[config.mk]
export PLATFORM = sky130hd
export DESIGN_NAME = ddr5_phy_crc_rd_ctrl
export DESIGN_NICKNAME = d
export VERILOG_FILES = /design/src/rtl/ddr5_phy_crc_pkg.sv /design/src/rtl/ddr5_phy_crc_alert_stretch.sv /design/src/rtl/ddr5_phy_crc_rd_ctrl.sv
export SDC_FILE = /design/constraint.sdc
export NUM_CORES = 1
export LEC_CHECK = 0
export CAP_MARGIN = 20
export CORE_MARGIN = 2
export CORE_UTILIZATION = 35
export CTS_CLUSTER_SIZE = 14
export DETAILED_ROUTE_END_ITERATION = 12
export PLACE_DENSITY = 0.61
export SYNTH_ARGS = -nofsm -noshare
export SYNTH_HDL_FRONTEND = slang
export SYNTH_SLANG_ARGS = --single-unit
[constraint.sdc]
create_clock -name clk_i -period 3.49 [get_ports clk_i]
set_input_delay 0.698 -clock clk_i [delete_from_list [all_inputs] [get_ports clk_i]]
set_output_delay 0.698 -clock clk_i [all_outputs]
set_load 0.01 [all_outputs]
[src/rtl/ddr5_phy_crc_pkg.sv]
// ddr5_phy_crc_pkg: shared FSM state type and sizing constants for the read-CRC sequencer.
package ddr5_phy_crc_pkg;
  typedef enum logic [1:0] {IDLE, DATA, CRC} state_t;
  localparam int BEAT_W = 4;
  localparam int DEF_DATA_BEATS = 8;
  localparam int DEF_ALERT_W = 4;
endpackage

[src/rtl/ddr5_phy_crc_alert_stretch.sv]
// ddr5_phy_crc_alert_stretch: load/reload down-counter that holds the active-low alert for pALERT_W cycles.
module ddr5_phy_crc_alert_stretch #(
  parameter int pALERT_W = 4
) (
  input  logic clk_i,
  input  logic rst_n_i,
  input  logic load_i,
  output logic alert_n_o
);
  localparam int CW = $clog2(pALERT_W + 1);
  logic [CW-1:0] cnt;
  // a reload while already low restarts the full width, so back-to-back errors extend the pulse
  always_ff @(posedge clk_i or negedge rst_n_i)
    if (!rst_n_i) cnt <= '0;
    else if (load_i) cnt <= CW'(pALERT_W);
    else if (cnt != '0) cnt <= cnt - 1'b1;
  assign alert_n_o = (cnt == '0);
endmodule

[src/rtl/ddr5_phy_crc_rd_ctrl.sv]
// ddr5_phy_crc_rd_ctrl: read-burst CRC sequencer driving generator/checker strobes, alert, error counting.
// Define DDR5_CRC_ERR_LOG_EN to add the first-failing-burst id log.
module ddr5_phy_crc_rd_ctrl
  import ddr5_phy_crc_pkg::*;
#(
  parameter int pDATA_BEATS = DEF_DATA_BEATS,
  parameter int pALERT_W    = DEF_ALERT_W,
  parameter int pCNT_W      = 16
) (
  input  logic              clk_i,
  input  logic              rst_n_i,
  input  logic              cfg_crc_en_i,
  input  logic              burst_start_i,
  input  logic              crc_match_i,
  input  logic              clr_i,
  output logic              crc_clr_o,
  output logic              crc_gen_en_o,
  output logic              crc_cmp_o,
  output logic              dfi_alert_n_o,
  output logic              busy_o,
  output logic [pCNT_W-1:0] err_cnt_o,
  output logic              proto_err_o
`ifdef DDR5_CRC_ERR_LOG_EN
  ,
  output logic [pCNT_W-1:0] err_first_id_o,
  output logic              err_first_vld_o
`endif
);
  state_t state, state_nxt;
  logic [BEAT_W-1:0] beat_cnt, beat_nxt;
  logic start_acc, last_beat, mismatch;
  always_comb begin
    start_acc = burst_start_i & cfg_crc_en_i & (state != DATA);
    last_beat = (beat_cnt == BEAT_W'(pDATA_BEATS - 1));
    state_nxt = start_acc ? DATA : (state == DATA) ? (last_beat ? CRC : DATA) : IDLE;
    beat_nxt  = start_acc ? BEAT_W'(1) : (state == DATA) ? beat_cnt + 1'b1 : '0;
    mismatch  = (state == CRC) & ~crc_match_i;
  end
  always_ff @(posedge clk_i or negedge rst_n_i)
    if (!rst_n_i) begin
      state    <= IDLE;
      beat_cnt <= '0;
    end else begin
      state    <= state_nxt;
      beat_cnt <= beat_nxt;
    end
  // beat 0 is the start cycle itself, so strobes and busy include the accepted start combinationally
  assign crc_clr_o    = start_acc;
  assign crc_gen_en_o = start_acc | (state == DATA);
  assign crc_cmp_o    = (state == CRC);
  assign busy_o       = start_acc | (state != IDLE);
  always_ff @(posedge clk_i or negedge rst_n_i)
    if (!rst_n_i) begin
      err_cnt_o   <= '0;
      proto_err_o <= 1'b0;
    end else if (clr_i) begin
      err_cnt_o   <= '0;
      proto_err_o <= 1'b0;
    end else begin
      if (mismatch && !(&err_cnt_o)) err_cnt_o <= err_cnt_o + 1'b1;
      if (state == DATA && burst_start_i) proto_err_o <= 1'b1;
    end
  ddr5_phy_crc_alert_stretch #(.pALERT_W(pALERT_W)) u_alert (
    .clk_i    (clk_i),
    .rst_n_i  (rst_n_i),
    .load_i   (mismatch),
    .alert_n_o(dfi_alert_n_o)
  );
`ifdef DDR5_CRC_ERR_LOG_EN
  logic [pCNT_W-1:0] burst_id;
  // burst_id advances at the accepted start, so during a burst it holds that burst's 1-based id
  always_ff @(posedge clk_i or negedge rst_n_i)
    if (!rst_n_i) begin
      burst_id        <= '0;
      err_first_id_o  <= '0;
      err_first_vld_o <= 1'b0;
    end else begin
      if (start_acc) burst_id <= burst_id + 1'b1;
      if (clr_i) begin
        err_first_id_o  <= '0;
        err_first_vld_o <= 1'b0;
      end else if (mismatch && !err_first_vld_o) begin
        err_first_id_o  <= burst_id;
        err_first_vld_o <= 1'b1;
      end
    end
`endif
endmodule

==> impl_metrics.tcl, run 1 <==
set metrics [dict create \
    status "finished, final reports clean" \
    worstSetupPathType "in -> out" \
    clock_path_buffers 2 \
    switching_power_uw 255 \
    portBuffers 27 \
    start_util_pct 35.8 \
    numCtsBuffers 3 \
    synth_cells 151 \
    drv_cap 0 \
    synth_area_per_cell_um2 9.29 \
    crit_family "buffers and inverters" \
    synth_edf_count 0 \
    drc 0 \
    nets 189 \
    nFillCells 400 \
    holdWs_ps 499 \
    post-route-period-util_pct 76.5 \
    grt_max_degree 27 \
    vias 1207 \
    power_frac_seq_pct 44.7 \
    n_antenna_cell 0 \
    post_cts_buffers 0 \
    grt_pass1_wl_um 5400 \
    clockRootBuffer "clkbuf_8" \
    die_area_um2 4530 \
    fmax_mhz 374 \
    hp-class "reg -> reg" \
    final_core_util_pct 45.8 \
    crit_chain "clkdlybuf4s50_1 -> nand2_1 -> nor2_1 -> clkdlybuf4s50_1" \
    power.density_nw_per_um2 488 \
    clock_latency_ps 270 \
    setup_violations 0 \
    placed_cells 224 \
    period_minus_slack_ps 2670 \
    rows 23 \
    arrival_ps 1970 \
    globalplace.congestion 0.845 \
    ctsHtreeMaxLevel 1 \
    worstPathRequired_ps 2790 \
    gr-total-overflow 0 \
    yosys.area.top_type "dfrtp_1" \
    synth_fp_nets 161 \
    worst_setup_path_start_kind "input pin" \
    core_area_um2 3910 \
    setup_tns_ps 0 \
    synth.ff_latch_count 26 \
    vias_per_cell 5.29 \
    cts_sinks 26 \
    synth_common_cells "dfrtp_1, nor2_1, a21oi_1" \
    worst_setup_path_end_kind "primary output" \
    grt_pass1_vias 1187 \
    intPower_uw 619 \
    cp_max_fo 4 \
    synth-seq-area-share_pct 46.4 \
    dr.pass1.iters 4 \
    regToRegSetupSlack_ps 1340 \
    layout-drive-gt1-share_pct 6.18 \
    fin_cells 228 \
    critPathBufInv 2 \
    cts_tree "built" \
    rsz0062_at_grt "no" \
    yosysTopAreaCellShare_pct 46.4 \
    die_h_um 67.3 \
    drt_iter0_drc 99 \
    fin_skew_ps 4.90 \
    antenna_left 0 \
    post-synth-top-count-cell "dfrtp_1" \
    grt_usage_pct 15.5 \
    die_w_um 67.3 \
    switching_share_pct 29.2 \
    ir_worst_vdd_v 0.000259 \
    cts.clk_slew.worst_paths_ps 100 \
    routed_wl_um 3030 \
    p_leak_uw 0.000708 \
    p_comb_share_pct 26.4 \
    ios 28 \
    ctsHoldBuffers 0 \
    area_delta_synth_final_pct 27.7 \
    synth_cell_types 35 \
    clkPwrFrac_pct 28.9 \
    hpwl_um 2230 \
    syn_area_um2 1400 \
    slowest_delay_ps 550 \
    antenna_found_initial 0 \
    slowest_stage "clkdlybuf4s50_1" \
    slew_viol_final 0 \
    ys_top_cells_by_area "dfrtp_1, a21oi_1, mux2_2" \
    crit_path_frequent_cell "clkdlybuf4s50_1" \
    hold_viol 0 \
    slew_headroom_pct 39.0 \
    ys.flop_type "dfrtp_1" \
    ys_warn_count 0 \
    cts-resized-gates 0 \
    tightest_slew_ps 907 \
    wl_per_cell_um 13.3 \
    async_flop_share_pct 100 \
]
flip-flops by register name (all words and copies together), names as in the netlist:
register / count
err_cnt_o: 16
u_alert.cnt: 3
beat_cnt: 4
proto_err_o: 1
state: 2
per-layer routing:
| metal | track usage [%] | vias up | wire [um] |
|---|---|---|---|
| met5 | 0 | - | 0 |
| met3 | 2.50 | 2 | 106 |
| met1 | 19.3 | 588 | 1340 |
| met4 | 4.59 | 0 | 15 |
| met2 | 27.5 | 20 | 1570 |
| li1 | - | 597 | - |
power groups by stage:
| stage | sequential, uW | combinational, uW | clock [uW] |
|---|---|---|---|
| 4_1_cts | 391 | 235 | 257 |
| 2_1_floorplan | 389 | 149 | 0 |
| 6_report | 391 | 230 | 253 |
| 3_5_place_dp | 397 | 231 | 0 |
| 3_3_place_gp | 394 | 219 | 0 |
| 5_1_grt | 399 | 267 | 271 |
cell families (layout without fill, tap and decap cells):
kind of cell,after synthesis,count (layout),share of synthesized area [%]
AO/OA/AOI/OAI,30,30,13.8
XOR/XNOR,3,3,1.87
adder cells (fa/ha/maj),4,4,3.57
buffers and inverters,14,41,4.01
flip-flops,26,26,46.4
multiplexers,7,7,5.53
AND/OR/NAND/NOR,67,67,24.8
placed cells by master, fill, tap and decap left out, types with 2 or more instances in the layout:
master	n
or4_1	5
inv_1	9
a21oi_1	14
ha_1	4
dfrtp_1	26
nand2_1	13
o31ai_1	3
nand4_1	4
clkdlybuf4s50_1	27
nand3_1	6
clkbuf_8	3
xnor2_1	2
mux2_2	6
nor2b_1	7
o41ai_1	3
or3_1	3
a211oi_1	2
nor2_1	16
nor4_1	3
o21ai_0	2
o311ai_0	2
nor3_1	4
through the flow:
step                      worst slack (ps)  total power [uW]  cell area [um^2]
after floorplan                       1170               537              1400
after global placement                 695               613              1720
after detailed placement               633               628              1720
after CTS                              802               883              1790
after global routing                   732               937              1790
final                                  818               874              1790
worst paths after layout:
check,start,to,cells past startpoint
max,burst_start_i,crc_clr_o,4
max reg2reg,state[0],err_cnt_o[8],4
max in group asynchronous,rst_n_i,err_cnt_o[2],2
min,beat_cnt[3],state[1],1
min reg2reg,beat_cnt[3],state[1],1
min in group asynchronous,rst_n_i,err_cnt_o[14],2
final cells by class:
cell class,count,area (um^2),share of cell area [%]
clock buffers,3,41.3,2.30
clock inverters,1,30.0,1.68
inverters,9,33.8,1.89
multi-input cells,111,696,38.8
flip-flops and latches,26,651,36.3
well taps,50,62.6,3.49
repair buffers,28,278,15.5
Power figures use the tool's default switching activity.
==> inputs of run 2 (changes only) <==
Settings changed: PLACE_DENSITY 0.61 to 0.63.
Clock period 3.49 ns to 2.4 ns, I/O delays scaled along.
==> impl_metrics.tcl, run 2 (same netlist as run 1, synthesis figures left out) <==
set metrics [dict create \
    status "finished, final reports clean" \
    vias_per_cell 5.37 \
    dr_wl_met3_um 118 \
    cts_sinks 26 \
    routed_wl_um 3270 \
    dr.pass1.iters 4 \
    antenna_found_initial 0 \
    grt_usage_pct 16.2 \
    reg_top3 "err_cnt_o x16, beat_cnt x4, u_alert.cnt x3" \
    die_w_um 67.3 \
    hp-class "reg -> reg" \
    drv_cap 0 \
    fin_cells 237 \
    arrival_ps 2480 \
    largest-register "err_cnt_o" \
    routedLengthMet1_um 1420 \
    fin_skew_ps 1.86 \
    worstSetupPathType "in -> reg" \
    rsz0062_at_grt "no" \
    vias 1272 \
    setup_violations 0 \
    grt_pass1_vias 1288 \
    power.total_uw 1270 \
    ir_worst_vdd_v 0.000492 \
    grt_pass1_wl_um 5640 \
    globalplace.congestion 0.885 \
    clock_path_buffers 2 \
    post-route-period-util_pct 95.4 \
    tightest_slew_ps 523 \
    worst_setup_path_end_kind "flop" \
    layout_common_cells "clkdlybuf4s50_1, dfrtp_1, nor2_1, a21oi_1, nand2_1" \
    placed_cells 233 \
    ios 28 \
    power.density_nw_per_um2 685 \
    cp_max_fo 8 \
    core_area_um2 3910 \
    ctsHoldBuffers 0 \
    slew_viol_final 0 \
    die_area_um2 4530 \
    gr-total-overflow 0 \
    layout-drive-gt1-share_pct 10.7 \
    grt_max_degree 27 \
    worst_setup_path_start_kind "input pin" \
    fmax_mhz 437 \
    hold_viol 0 \
    worstPathRequired_ps 2590 \
    period_minus_slack_ps 2290 \
    nets 198 \
    final_common_cell "clkdlybuf4s50_1" \
    drc 0 \
    rows 23 \
    cts.clk_slew.worst_paths_ps 100 \
    setup_tns_ps 0 \
    final_core_util_pct 47.5 \
    clock_latency_ps 280 \
    wl_per_cell_um 13.8 \
    drt_iter0_drc 53 \
    numCtsBuffers 3 \
    finalWorstSetupSlack_ps 112 \
    worstHoldPathCells 1 \
    portBuffers 27 \
    reg2regPathDepth 5 \
    largest_register_ffs 16 \
    place_ws_ps -181 \
    ctsHtreeMaxLevel 1 \
    start_util_pct 35.8 \
    wl_met2_um 1670 \
    slew_headroom_pct 65.0 \
    p_leak_uw 0.000753 \
    area_delta_synth_final_pct 32.6 \
    die_h_um 67.3 \
    highest_layer "met4" \
    post_cts_buffers 0 \
    cts-resized-gates 0 \
    hpwl_um 2400 \
    antenna_left 0 \
    n_antenna_cell 0 \
    cts_tree "built" \
    clockRootBuffer "clkbuf_8" \
    nFillCells 390 \
]
[run 2: cell types whose count changed in the layout (fill, tap and decap cells not counted), sizes merged]
cell,delta
buf,+9
[run 2: per-stage QoR]
| step | hold WS (ps) | cell area [um^2] |
|---|---|---|
| 2_1_floorplan | 184 | 1400 |
| 3_3_place_gp | 469 | 1790 |
| 3_5_place_dp | 459 | 1790 |
| 4_1_cts | 487 | 1860 |
| 5_1_grt | 515 | 1860 |
| 6_report | 481 | 1860 |
[run 2: power breakdown]
| group | switching, uW | internal, uW | leakage, uW |
|---|---|---|---|
| Sequential | 55.7 | 513 | 0.000346 |
| Combinational | 168 | 164 | 0.000371 |
| Clock | 149 | 223 | 0.0000357 |
[run 2: final cells by class]
type                       count  area (um^2)  share of cell area (%)
inverter                       9         33.8                    1.82
multi-input combinational    111          696                    37.4
sequential                    26          651                    35.0
timing repair buffer          37          345                    18.6
tap                           50         62.6                    3.36
clock inverter                 1         30.0                    1.62
clock buffer                   3         41.3                    2.22
[run 2: routing by layer]
metal	GRT usage, %	vias to the layer above
met5	0	-
met4	6.38	0
met3	2.83	6
met2	28.7	24
met1	19.5	621
li1	-	621
[run 2: path summary, 6_finish.rpt]
kind	slack (ps)	startpoint	endpoint
worst max register to register	260	err_cnt_o[0]	err_cnt_o[8]
worst min-delay path	480	beat_cnt[3]	state[1]
worst max-delay path	110	crc_match_i	err_cnt_o[8]
max in group asynchronous	1580	rst_n_i	err_cnt_o[9]
min in group asynchronous	570	rst_n_i	err_cnt_o[5]
worst min register to register	480	beat_cnt[3]	state[1]
[run 2: worst max-delay path, stage by stage]
cell and delay [ps]:
clkdlybuf4s50_1 420, or3b_1 410, or4_1 540, or4_1 440, a21oi_1 180
==> inputs of run 3 (changes only) <==
Settings changed: ABC_AREA set to 1, CORE_ASPECT_RATIO set to 0.5, PLACE_DENSITY 0.63 to 0.62.
==> impl_metrics.tcl, run 3 <==
set metrics [dict create \
    highest_layer "met4" \
    reg_top3 "err_cnt_o x16, beat_cnt x4, u_alert.cnt x3" \
    portBuffers 27 \
    yosys.area.top_type "dfrtp_1" \
    largest-register "err_cnt_o" \
    tightest_slew_ps 472 \
    ys_top_cells_by_area "dfrtp_1, nand2_1, nand3_1" \
    final_common_cell "nand2_1" \
    routed_wl_um 3380 \
    die_h_um 51.5 \
    hpwl_um 2490 \
    worst_setup_path_end_kind "primary output" \
    clockRootBuffer "clkbuf_8" \
    ctsHtreeMaxLevel 1 \
    period_minus_slack_ps 2250 \
    async_flop_share_pct 100 \
    synth.ff_latch_count 26 \
    worstSetupPathType "in -> out" \
    grt_pass1_vias 1357 \
    arrival_ps 1770 \
    area_delta_synth_final_pct 25.4 \
    die_w_um 99.0 \
    place_ws_ps 142 \
    grt_max_degree 27 \
    ctsHoldBuffers 0 \
    gr-total-overflow 0 \
    post_cts_buffers 0 \
    core_area_um2 4360 \
    drt_iter0_drc 66 \
    ir_worst_vdd_v 0.000328 \
    clock_path_buffers 2 \
    final_area_um2 1980 \
    wl_met2_um 1590 \
    fmax_mhz 445 \
    regToRegSetupSlack_ps 730 \
    cts_sinks 26 \
    antenna_left 0 \
    syn_area_um2 1580 \
    hold_end "u_alert.cnt[0]" \
    antenna_found_initial 0 \
    fin_cells 295 \
    worstHoldStart "u_alert.cnt[0]" \
    synth_cell_types 25 \
    dr.pass1.iters 4 \
    cts_tree "built" \
    power.density_nw_per_um2 625 \
    hp-class "reg -> reg" \
    routedLengthMet1_um 1680 \
    die_area_um2 5090 \
    drc 0 \
    ys_warn_count 0 \
    cts.clk_slew.worst_paths_ps 90 \
    fin_skew_ps 4.70 \
    slew_headroom_pct 68.4 \
    r2r-end "err_cnt_o[7]" \
    p_leak_uw 0.000949 \
    ios 28 \
    start_util_pct 36.2 \
    setup_tns_ps 0 \
    synth_edf_count 0 \
    setup_violations 0 \
    n_antenna_cell 0 \
    synth_common_cells "nand2_1, nand3_1, inv_1" \
    clock_latency_ps 270 \
    hold_viol 0 \
    grt_pass1_wl_um 5990 \
    cp_max_fo 4 \
    cts-resized-gates 0 \
    synth_fp_nets 219 \
    worstPathRequired_ps 1920 \
    vias_per_cell 4.75 \
    status "finished, final reports clean" \
    worstHoldPathCells 1 \
    post-route-period-util_pct 93.6 \
    layout_common_cells "nand2_1, nand3_1, inv_1, clkdlybuf4s50_1, dfrtp_1" \
    numCtsBuffers 3 \
    synth-seq-area-share_pct 41.2 \
    drv_cap 0 \
    placed_cells 291 \
    r2r_start "err_cnt_o[0]" \
    synth_cells 209 \
    nFillCells 448 \
    layout-drive-gt1-share_pct 6.72 \
    grt_usage_pct 14.4 \
    ys.flop_type "dfrtp_1" \
    worst_setup_path_start_kind "input pin" \
    largest_register_ffs 16 \
    globalplace.congestion 0.786 \
    finalWorstSetupSlack_ps 153 \
    slew_viol_final 0 \
    post-synth-top-count-cell "nand2_1" \
    dr_wl_met3_um 85 \
    synth_area_per_cell_um2 7.55 \
    vias 1402 \
    power.total_uw 1240 \
    nets 249 \
    wl_per_cell_um 11.5 \
    rsz0062_at_grt "no" \
    placed_area_um2 1910 \
    reg2regPathDepth 8 \
    yosysTopAreaCellShare_pct 41.2 \
    rows 17 \
]
run 3: cell count changes in the layout (fill, tap and decap cells not counted), sizes merged, moves of 4 or more:
| cell | before | now |
|---|---|---|
| xor2 | 1 | 7 |
| nand2 | 13 | 58 |
| nor2b | 7 | 0 |
| inv | 9 | 27 |
| buf | 10 | 2 |
| a21oi | 14 | 4 |
| nor2 | 16 | 29 |
| nand4 | 4 | 8 |
| or4 | 5 | 0 |
| mux2 | 6 | 0 |
| nand3 | 6 | 32 |
run 3: worst max-delay path by stage:
stage                             start           end  slack (ps)  cells after the start
after floorplan            err_cnt_o[1]  err_cnt_o[3]         950                      8
after global placement    burst_start_i     crc_clr_o         160                      4
after detailed placement  burst_start_i     crc_clr_o         140                      4
after CTS                 burst_start_i     crc_clr_o         130                      4
after global routing           state[0]  crc_gen_en_o          40                      5
final                     burst_start_i     crc_clr_o         150                      4
run 3: logic make-up after synthesis:
group,Yosys count,synth area share [%]
xor gates and xnor gates,8,4.44
buffers and inverters,31,8.96
AOI/OAI and AO/OA,10,3.65
and+or+nand+nor,130,38.5
adders and majority gates,4,3.17
DFF,26,41.2
run 3: metal layers:
| layer | up-vias | GRT usage (%) |
|---|---|---|
| li1 | 722 | - |
| met1 | 663 | 18.7 |
| met2 | 15 | 25.3 |
| met3 | 2 | 3.28 |
| met4 | 0 | 2.05 |
| met5 | - | 0 |
run 3: critical path, stage by stage:
cell             delay, ps
clkdlybuf4s50_1        470
nand2_1                110
nor2_1                 150
clkdlybuf4s50_1        550
run 3: area by class of cell:
| cell class | count | area, um^2 | area share [%] |
|---|---|---|---|
| multi-input combinational | 152 | 786 | 39.7 |
| timing repair buffer | 29 | 298 | 15.1 |
| clock inverter | 1 | 30.0 | 1.52 |
| sequential | 26 | 651 | 32.9 |
| inverter | 27 | 101 | 5.12 |
| tap | 57 | 71.3 | 3.61 |
| clock buffer | 3 | 41.3 | 2.09 |
run 3: where the power goes:
| group | switching (uW) | total [uW] | internal, uW |
|---|---|---|---|
| clock network | 144 | 367 | 223 |
| registers | 46.3 | 558 | 512 |
| logic | 168 | 311 | 143 |
run 3: stage by stage:
step | util [%] | hold slack, ps
2_1_floorplan | - | 184
3_3_place_gp | 43.7 | 451
3_5_place_dp | 43.7 | 461
4_1_cts | 45.4 | 475
5_1_grt | 45.4 | 506
6_report | 45.4 | 472
